$ cat config.mk
export PLATFORM = sky130hd
export DESIGN_NAME = quick_spi_burst_arbiter
export DESIGN_NICKNAME = d
export VERILOG_FILES = /design/src/rtl/quick_spi_burst_arbiter.sv
export SDC_FILE = /design/constraint.sdc
export NUM_CORES = 1
export LEC_CHECK = 0
export CAP_MARGIN = 10
export CORE_MARGIN = 10
export CORE_UTILIZATION = 46
export CTS_BUF_LIST = sky130_fd_sc_hd__clkbuf_16
export DETAILED_ROUTE_END_ITERATION = 12
export GPL_ROUTABILITY_DRIVEN = 0
export GPL_TIMING_DRIVEN = 0
export PLACE_DENSITY = 0.79
export SLEW_MARGIN = 20
export SYNTH_ARGS = -nofsm -noshare
export SYNTH_HDL_FRONTEND = slang
export SYNTH_SLANG_ARGS = --single-unit
export TNS_END_PERCENT = 30
$ cat constraint.sdc
create_clock -name clk -period 2 [get_ports clk]
set_input_delay 0.4 -clock clk [delete_from_list [all_inputs] [get_ports clk]]
set_output_delay 0.4 -clock clk [all_outputs]
set_load 0.03 [all_outputs]
$ cat src/rtl/quick_spi_burst_arbiter.sv
// Round-robin arbiter sharing one quick_spi byte engine between N_REQ requesters.
// Each grant runs a chip-select framed burst of len+1 bytes with setup/hold spacing and a byte timeout.
module quick_spi_burst_arbiter #(
  parameter int N_REQ    = 2,
  parameter int LEN_W    = 4,
  parameter int CS_SETUP = 2,
  parameter int CS_HOLD  = 2,
  parameter int TIMEOUT  = 255
) (
  input  logic                   clk,
  input  logic                   rst,
  input  logic [N_REQ-1:0]       req,
  input  logic [N_REQ*LEN_W-1:0] len,
  input  logic [N_REQ*8-1:0]     tx_data,
  output logic [N_REQ-1:0]       tx_ack,
  output logic [7:0]             rx_data,
  output logic [N_REQ-1:0]       rx_valid,
  output logic [N_REQ-1:0]       gnt,
  output logic [N_REQ-1:0]       done,
  output logic [N_REQ-1:0]       err,
  output logic [N_REQ-1:0]       cs_n,
  output logic                   spi_start,
  output logic [7:0]             spi_data_in,
  input  logic                   spi_busy,
  input  logic                   spi_new_data,
  input  logic [7:0]             spi_data_out
);
  localparam int IDX_W   = (N_REQ > 2) ? 2 : 1;
  localparam int DLY_MAX = (CS_SETUP > CS_HOLD) ? CS_SETUP : CS_HOLD;
  localparam int DLY_W   = $clog2(DLY_MAX + 1);
  localparam int TMR_W   = $clog2(TIMEOUT + 1);

  typedef enum logic [2:0] {S_IDLE, S_SETUP, S_LOAD, S_WAIT, S_HOLD} state_t;

  state_t             r_state, w_state_nxt;
  logic [IDX_W-1:0]   r_ptr, w_ptr_nxt;
  logic [IDX_W-1:0]   r_own, w_own_nxt;
  logic [LEN_W-1:0]   r_cnt, w_cnt_nxt;
  logic [DLY_W-1:0]   r_dly, w_dly_nxt;
  logic [TMR_W-1:0]   r_timer, w_timer_nxt;
  logic               r_abort, w_abort_nxt;
  logic [N_REQ-1:0]   r_gnt, w_gnt_nxt;
  logic [N_REQ-1:0]   r_cs_n, w_cs_n_nxt;
  logic               r_start, w_start_nxt;
  logic [7:0]         r_sdi, w_sdi_nxt;
  logic [7:0]         r_rx_data, w_rx_data_nxt;
  logic [N_REQ-1:0]   r_rx_valid, w_rx_valid_nxt;
  logic [N_REQ-1:0]   r_tx_ack, w_tx_ack_nxt;
  logic [N_REQ-1:0]   r_done, w_done_nxt;
  logic [N_REQ-1:0]   r_err, w_err_nxt;

  logic               w_any;
  logic [IDX_W-1:0]   w_win;
  logic [IDX_W-1:0]   w_cand;
  logic [N_REQ-1:0]   w_win_oh;
  logic [N_REQ-1:0]   w_own_oh;
  logic               w_end;
  logic               w_finish;

  // Descending scan so the nearest requester after the pointer wins.
  always_comb begin
    w_any  = 1'b0;
    w_win  = '0;
    w_cand = '0;
    for (int i = N_REQ; i >= 1; i--) begin
      w_cand = IDX_W'((int'(r_ptr) + i) % N_REQ);
      if (req[w_cand]) begin
        w_any = 1'b1;
        w_win = w_cand;
      end
    end
  end

  assign w_win_oh = {{(N_REQ-1){1'b0}}, 1'b1} << w_win;
  assign w_own_oh = {{(N_REQ-1){1'b0}}, 1'b1} << r_own;

  // NOTE: every signal written here gets a default first, so no path leaves one unassigned and no latch is inferred.
  always_comb begin
    w_state_nxt    = r_state;
    w_ptr_nxt      = r_ptr;
    w_own_nxt      = r_own;
    w_cnt_nxt      = r_cnt;
    w_dly_nxt      = r_dly;
    w_timer_nxt    = r_timer;
    w_abort_nxt    = r_abort;
    w_gnt_nxt      = r_gnt;
    w_cs_n_nxt     = r_cs_n;
    w_start_nxt    = 1'b0;
    w_sdi_nxt      = r_sdi;
    w_rx_data_nxt  = r_rx_data;
    w_rx_valid_nxt = '0;
    w_tx_ack_nxt   = '0;
    w_done_nxt     = '0;
    w_err_nxt      = '0;
    w_end          = 1'b0;
    w_finish       = 1'b0;

    case (r_state)
      S_IDLE: begin
        if (w_any) begin
          w_ptr_nxt   = w_win;
          w_own_nxt   = w_win;
          w_gnt_nxt   = w_win_oh;
          w_cs_n_nxt  = ~w_win_oh;
          w_cnt_nxt   = len[int'(w_win)*LEN_W +: LEN_W];
          w_abort_nxt = 1'b0;
          w_dly_nxt   = '0;
          // The LOAD cycle itself supplies the last setup cycle.
          w_state_nxt = (CS_SETUP > 1) ? S_SETUP : S_LOAD;
        end
      end
      S_SETUP: begin
        w_dly_nxt = r_dly + DLY_W'(1);
        if (int'(r_dly) >= CS_SETUP - 2) w_state_nxt = S_LOAD;
      end
      S_LOAD: begin
        if (!spi_busy) begin
          w_start_nxt  = 1'b1;
          w_sdi_nxt    = tx_data[int'(r_own)*8 +: 8];
          w_tx_ack_nxt = w_own_oh;
          w_timer_nxt  = '0;
          w_state_nxt  = S_WAIT;
        end
      end
      S_WAIT: begin
        w_timer_nxt = r_timer + TMR_W'(1);
        if (spi_new_data) begin
          w_rx_data_nxt  = spi_data_out;
          w_rx_valid_nxt = w_own_oh;
          if (r_cnt == '0) begin
            w_end = 1'b1;
          end else begin
            w_cnt_nxt   = r_cnt - LEN_W'(1);
            w_state_nxt = S_LOAD;
          end
        end else if (r_timer == TMR_W'(TIMEOUT)) begin
          w_abort_nxt = 1'b1;
          w_end       = 1'b1;
        end
        if (w_end) begin
          w_dly_nxt = '0;
          if (CS_HOLD > 1) w_state_nxt = S_HOLD;
          else             w_finish    = 1'b1;
        end
      end
      S_HOLD: begin
        w_dly_nxt = r_dly + DLY_W'(1);
        if (int'(r_dly) >= CS_HOLD - 2) w_finish = 1'b1;
      end
      default: w_state_nxt = S_IDLE;
    endcase

    if (w_finish) begin
      w_cs_n_nxt  = '1;
      w_gnt_nxt   = '0;
      w_done_nxt  = w_own_oh;
      w_err_nxt   = w_abort_nxt ? w_own_oh : '0;
      w_state_nxt = S_IDLE;
    end
  end

  // NOTE: sequential state uses non-blocking assignments so every register samples pre-edge values.
  always_ff @(posedge clk or posedge rst) begin
    if (rst) begin
      r_state    <= S_IDLE;
      r_ptr      <= IDX_W'(N_REQ - 1);
      r_own      <= '0;
      r_cnt      <= '0;
      r_dly      <= '0;
      r_timer    <= '0;
      r_abort    <= 1'b0;
      r_gnt      <= '0;
      r_cs_n     <= '1;
      r_start    <= 1'b0;
      r_sdi      <= '0;
      r_rx_data  <= '0;
      r_rx_valid <= '0;
      r_tx_ack   <= '0;
      r_done     <= '0;
      r_err      <= '0;
    end else begin
      r_state    <= w_state_nxt;
      r_ptr      <= w_ptr_nxt;
      r_own      <= w_own_nxt;
      r_cnt      <= w_cnt_nxt;
      r_dly      <= w_dly_nxt;
      r_timer    <= w_timer_nxt;
      r_abort    <= w_abort_nxt;
      r_gnt      <= w_gnt_nxt;
      r_cs_n     <= w_cs_n_nxt;
      r_start    <= w_start_nxt;
      r_sdi      <= w_sdi_nxt;
      r_rx_data  <= w_rx_data_nxt;
      r_rx_valid <= w_rx_valid_nxt;
      r_tx_ack   <= w_tx_ack_nxt;
      r_done     <= w_done_nxt;
      r_err      <= w_err_nxt;
    end
  end

  assign gnt         = r_gnt;
  assign cs_n        = r_cs_n;
  assign spi_start   = r_start;
  assign spi_data_in = r_sdi;
  assign rx_data     = r_rx_data;
  assign rx_valid    = r_rx_valid;
  assign tx_ack      = r_tx_ack;
  assign done        = r_done;
  assign err         = r_err;

endmodule

### Yosys cells after proc, flatten, opt, wreduce, memory -nomap -nowiden

Cells that the tools add are included.

* magnitude comparators: 2
* add/sub/neg operators: 4
* muxes and demuxes: 45
* bitwise logic cells: 2
* shift-type cells: 4
* reduce and logical (&&, ||, !) cells: 13
* equal/unequal tests: 14

Operators with widths (count)
* $mux 2: 13
* $mux 1: 18
* $mux 3: 6
* $pmux 8 s2: 1
* $shiftx 16x5->8: 1
* $pmux 3 s5: 1
* $mux 4: 3
* $ne 2x2->1 const B: 5
* $reduce_and 2->1: 5
* $add 8x1->8 const B: 1
* $eq 8x8->1 const B: 1
* $mux 8: 1
* $ne 4x4->1 const B: 2
* $pmux 4 s2: 1
* $reduce_bool 2->1: 4
* $shiftx 8x4->4: 1
* $eq 3x2->1 const B: 2
* $ne 3x3->1 const B: 2
* $reduce_and 5->1: 1
* $logic_not 4->1: 1
* $lt 1x2->1 const B: 2
* $reduce_and 4->1: 1
* $shl 1x1->2 const A: 2
* $sub 4x1->4 const B: 1
* 7 further kinds: 8

* flip-flop bits (word level): 47
* input bits: 38

### Longest topological paths before layout

* depth in word-level cells: 10
* gate-level depth with buffers: 7

### Worst setup path before layout

No wires, ideal clock.

* kind: reg-to-reg
* start: register r_cnt[0]
* end: register r_cnt[0]
* path buffers: 0
* data arrival time: 1.418 ns
* cell stages (with the launch flop): 7
* setup slack: 0.458 ns
* library setup time: 0.124 ns
* clock period less this slack: 1.542 ns
* data required time: 1.876 ns
* cell sequence: dfrtp_1 > inv_1 > ha_1 > nor3b_2 > a2bb2oi_4 > nor3_1 > a211o_1

* longest elaborated chain between the ends: 4
* elaborated cells between the ends (all ways): 7

Ends and longest elaborated chain
* start: declaration: RTL line 38 `logic [LEN_W-1:0] r_cnt, w_cnt_nxt;`
* start signal: assignment: RTL line 185 `r_cnt <= w_cnt_nxt;`
* $sub 4x1->4: RTL line 133 `w_cnt_nxt = r_cnt - LEN_W'(1);`
* $mux 4: RTL line 130 `if (r_cnt == '0) begin`
* $mux 4: RTL line 127 `if (spi_new_data) begin`
* $pmux 4 s2: RTL line 98 `case (r_state)`

Parallel ways exist; a longest one is shown, timed or not. The select of a mux whose other input is x is not followed.
A chain may end at the register's enable or synchronous reset.

### Final worst setup path

* start: register r_cs_n[1], in the netlist cs_n[1]
* end: output port cs_n[1]

RTL lines
* start: declaration: RTL line 43 `logic [N_REQ-1:0] r_cs_n, w_cs_n_nxt;`
* start signal: assignment: RTL line 190 `r_cs_n <= w_cs_n_nxt;`
* end: declaration: RTL line 21 `output logic [N_REQ-1:0] cs_n,`

No word-level cell between the ends.

==> metrics.txt <==
first-pass GRT wire length about 8700 µm; gr usage total 13.9%; Synth top area share around 50%; cts bufs inserted 5; arrival time worst endpoint 1.48 ns; Mapped Nets between 200 and 250; fin crit share about 94%; r2r setup slk 0.26 ns; Worst Skew 0.00690 ns; outcome complete, no violations; Buf+Inv Stages, Crit Path 1; final core occ between 60% and 70%; worst skew pair latency between 0.2 and 0.3 ns; synthesized flop and latch total 47; H-Tree Depth 2; Pre-antenna DRT Iters 4; Hold Crit Class input port to asynchronous set/reset pin; FP Rows 25; synth-to-layout area growth 40.3%; Hold Buf Count CTS 0; Worst R2R End r_cnt[0]; IO Port Bufs 66; worst rel slew slack between 60% and 70%; largest net degree at the start of global routing 29; Worst path depth 1; worst slew pin tran roughly 0.58 ns; Routed Antenna Nets 0; critical path peak fanout 2; die area 7940 µm²; number of warnings issued by yosys 0; Top FF cell, synth dfrtp_1; final std cells w/o fill 323; max-cap violations 0; clk slew on worst S/H paths 0.06 ns; register area share after synthesis 53.7%; Vias/cell approximately 5.5; met1 Use GR around 16%; grt total ovfl 0; Detailed Place HPWL 3980 µm; gr busiest metal met2; CP delay by family, top buffers and inverters; number of I/O pins 67; Final min period between 1.5 and 2 ns; maximum vdd ir drop 1210 µV; element type at the critical path end output port; core area between 4000 and 5000 µm²; worst-path cell chain clkdlybuf4s50_1; GRT met3 Usage roughly 4.2%; fin. max-slew vios 0; R2R depth 6; DRT Wirelength 5270 µm; Leak Pwr 1.35 nW; post-DR wirelength/cell approximately 16 µm; average size of a mapped cell approximately 11 µm²; Slowest-stage cell, CP clkdlybuf4s50_1; Synth Cell Area about 2200 µm²; Die W a little under 90 µm; final hold vios 0; Root Driver clkbuf_16; commonest cells after routing, fill and taps aside 66 x clkdlybuf4s50_1, 44 x dfrtp_1, 22 x nor2_1; Synth area leader dfrtp_1; number of global-route vias before repair roughly 1,800; Worst setup SP type register; Nets just over 300; crit path kind register to output port; met2 Use GR 23.6%; commonest non-fill, non-tap cell in the layout clkdlybuf4s50_1; CTS Buffer Depth 2; post-CTS setup buffers 0; DIE HEIGHT 89.1 µm; RR Startpoint r_cnt[0]; Fmax achieved roughly 530 MHz; Post-Synthesis Cells around 190; layout cell share with drive strength beyond 1 between 10% and 20%; Netlist cell types 48; Req. time, crit path roughly 1.6 ns; ranking of synthesized cells by area dfrtp_1 50%, a21oi_1 4.1%, mux2_2 4.1%; number of gates resized after CTS 0; Post-synth EDFFs 0; Post-Place Cells 315; ant diodes 0; Iter 0 DRT Violations 68; drt drc 0; Critical Path Start cs_n[1]; RSZ-0062 raised after global routing no; CTS tree built; async set-or-reset flop fraction in the synthesized netlist 100%; Starting Density 47.1%; final setup fails 0; routed vias about 1,800; Setup crit end cs_n[1]; clk sinks between 40 and 50; initial antenna violation count 0; Pwr per Cell Area approximately 1500 nW/µm²; Critical Path Max Stage Delay 0.67 ns
[logic make-up (layout without fill, tap and decap cells)]
group           count (synthesis)  in the layout  synth area share, %
xor+xnor                        1              1                0.399
flops                          47             47                 53.7
compound gates                 50             50                 15.4
simple gates                   62             62                 16.8
mux                            16             16                 7.75
fa+ha+maj                       2              2                 1.14
buf+inv                        16             91                 4.79
[layer usage]
metal  vias up  share of wire (%)
met3         9                6.3
met2        45                 52
met1       870                 40
met5         -                  0
li1        839                  -
met4         0                1.8
[synth_stat cells, types with 2 or more instances]
| master | n |
|---|---|
| nor2b_1 | 2 |
| nand3_1 | 2 |
| dfstp_2 | 3 |
| a21oi_1 | 18 |
| nor3_1 | 3 |
| and3_1 | 5 |
| and2_1 | 3 |
| dfrtp_1 | 44 |
| ha_1 | 2 |
| o21ai_0 | 13 |
| a32oi_1 | 3 |
| mux2i_1 | 8 |
| buf_6 | 5 |
| nor2_1 | 22 |
| mux2_2 | 8 |
| or2_2 | 2 |
| buf_2 | 3 |
| nand3b_1 | 3 |
| a21o_1 | 2 |
| inv_1 | 5 |
| nand2_1 | 11 |
[final cells by class]
type	instances	area, µm²
tap	54	67.6
fill	348	1580
clock inverter	3	12.5
sequential	47	1180
timing repair buffer	67	681
inverter	5	18.8
multi-input combinational	131	911
buffer	11	86.3
clock buffer	5	125
[per-stage QoR]
stage | area, µm² | power (mW) | worst slack (ns) | setup TNS, ns | hold WS (ns)
2_1_floorplan | 2200 | 3.00 | 0.458 | 0 | 0.451
3_3_place_gp | 2920 | 3.74 | -0.414 | -18.20 | 0.456
3_5_place_dp | 2940 | 3.81 | -0.0671 | -0.0810 | 0.464
4_1_cts | 3080 | 4.59 | 0.113 | 0 | 0.467
5_1_grt | 3080 | 4.84 | 0.0693 | 0 | 0.492
6_report | 3080 | 4.55 | 0.120 | 0 | 0.440
[sequential cells by signal, indices dropped and copies added, names as in the netlist, 2 cells and up]
| register | count |
|---|---|
| rx_valid | 2 |
| err | 2 |
| r_timer | 8 |
| rx_data | 8 |
| spi_data_in | 8 |
| tx_ack | 2 |
| done | 2 |
| gnt | 2 |
| r_cnt | 4 |
| r_state | 3 |
| cs_n | 2 |
[how the worst min path moves through the flow]
| stage | from | endpoint | slack (ns) | depth (start not counted) |
|---|---|---|---|---|
| after detailed placement | cs_n[0] | cs_n[0] | 0.46 | 2 |
| after global placement | cs_n[0] | cs_n[0] | 0.46 | 2 |
| after floorplan | r_timer[6] | r_timer[6] | 0.45 | 1 |
| final | rst | rx_data[3] | 0.44 | 2 |
| after CTS | rst | rx_data[5] | 0.47 | 2 |
| after global routing | rst | rx_data[5] | 0.49 | 2 |
[power by group]
group,leakage (nW),internal (mW),switching (mW)
clock,0.0724,0.452,0.328
combinational,0.702,1.02,1.24
sequential,0.574,1.31,0.193
total,1.35,2.78,1.76
Note: power is estimated with default switching activity, not from simulation.
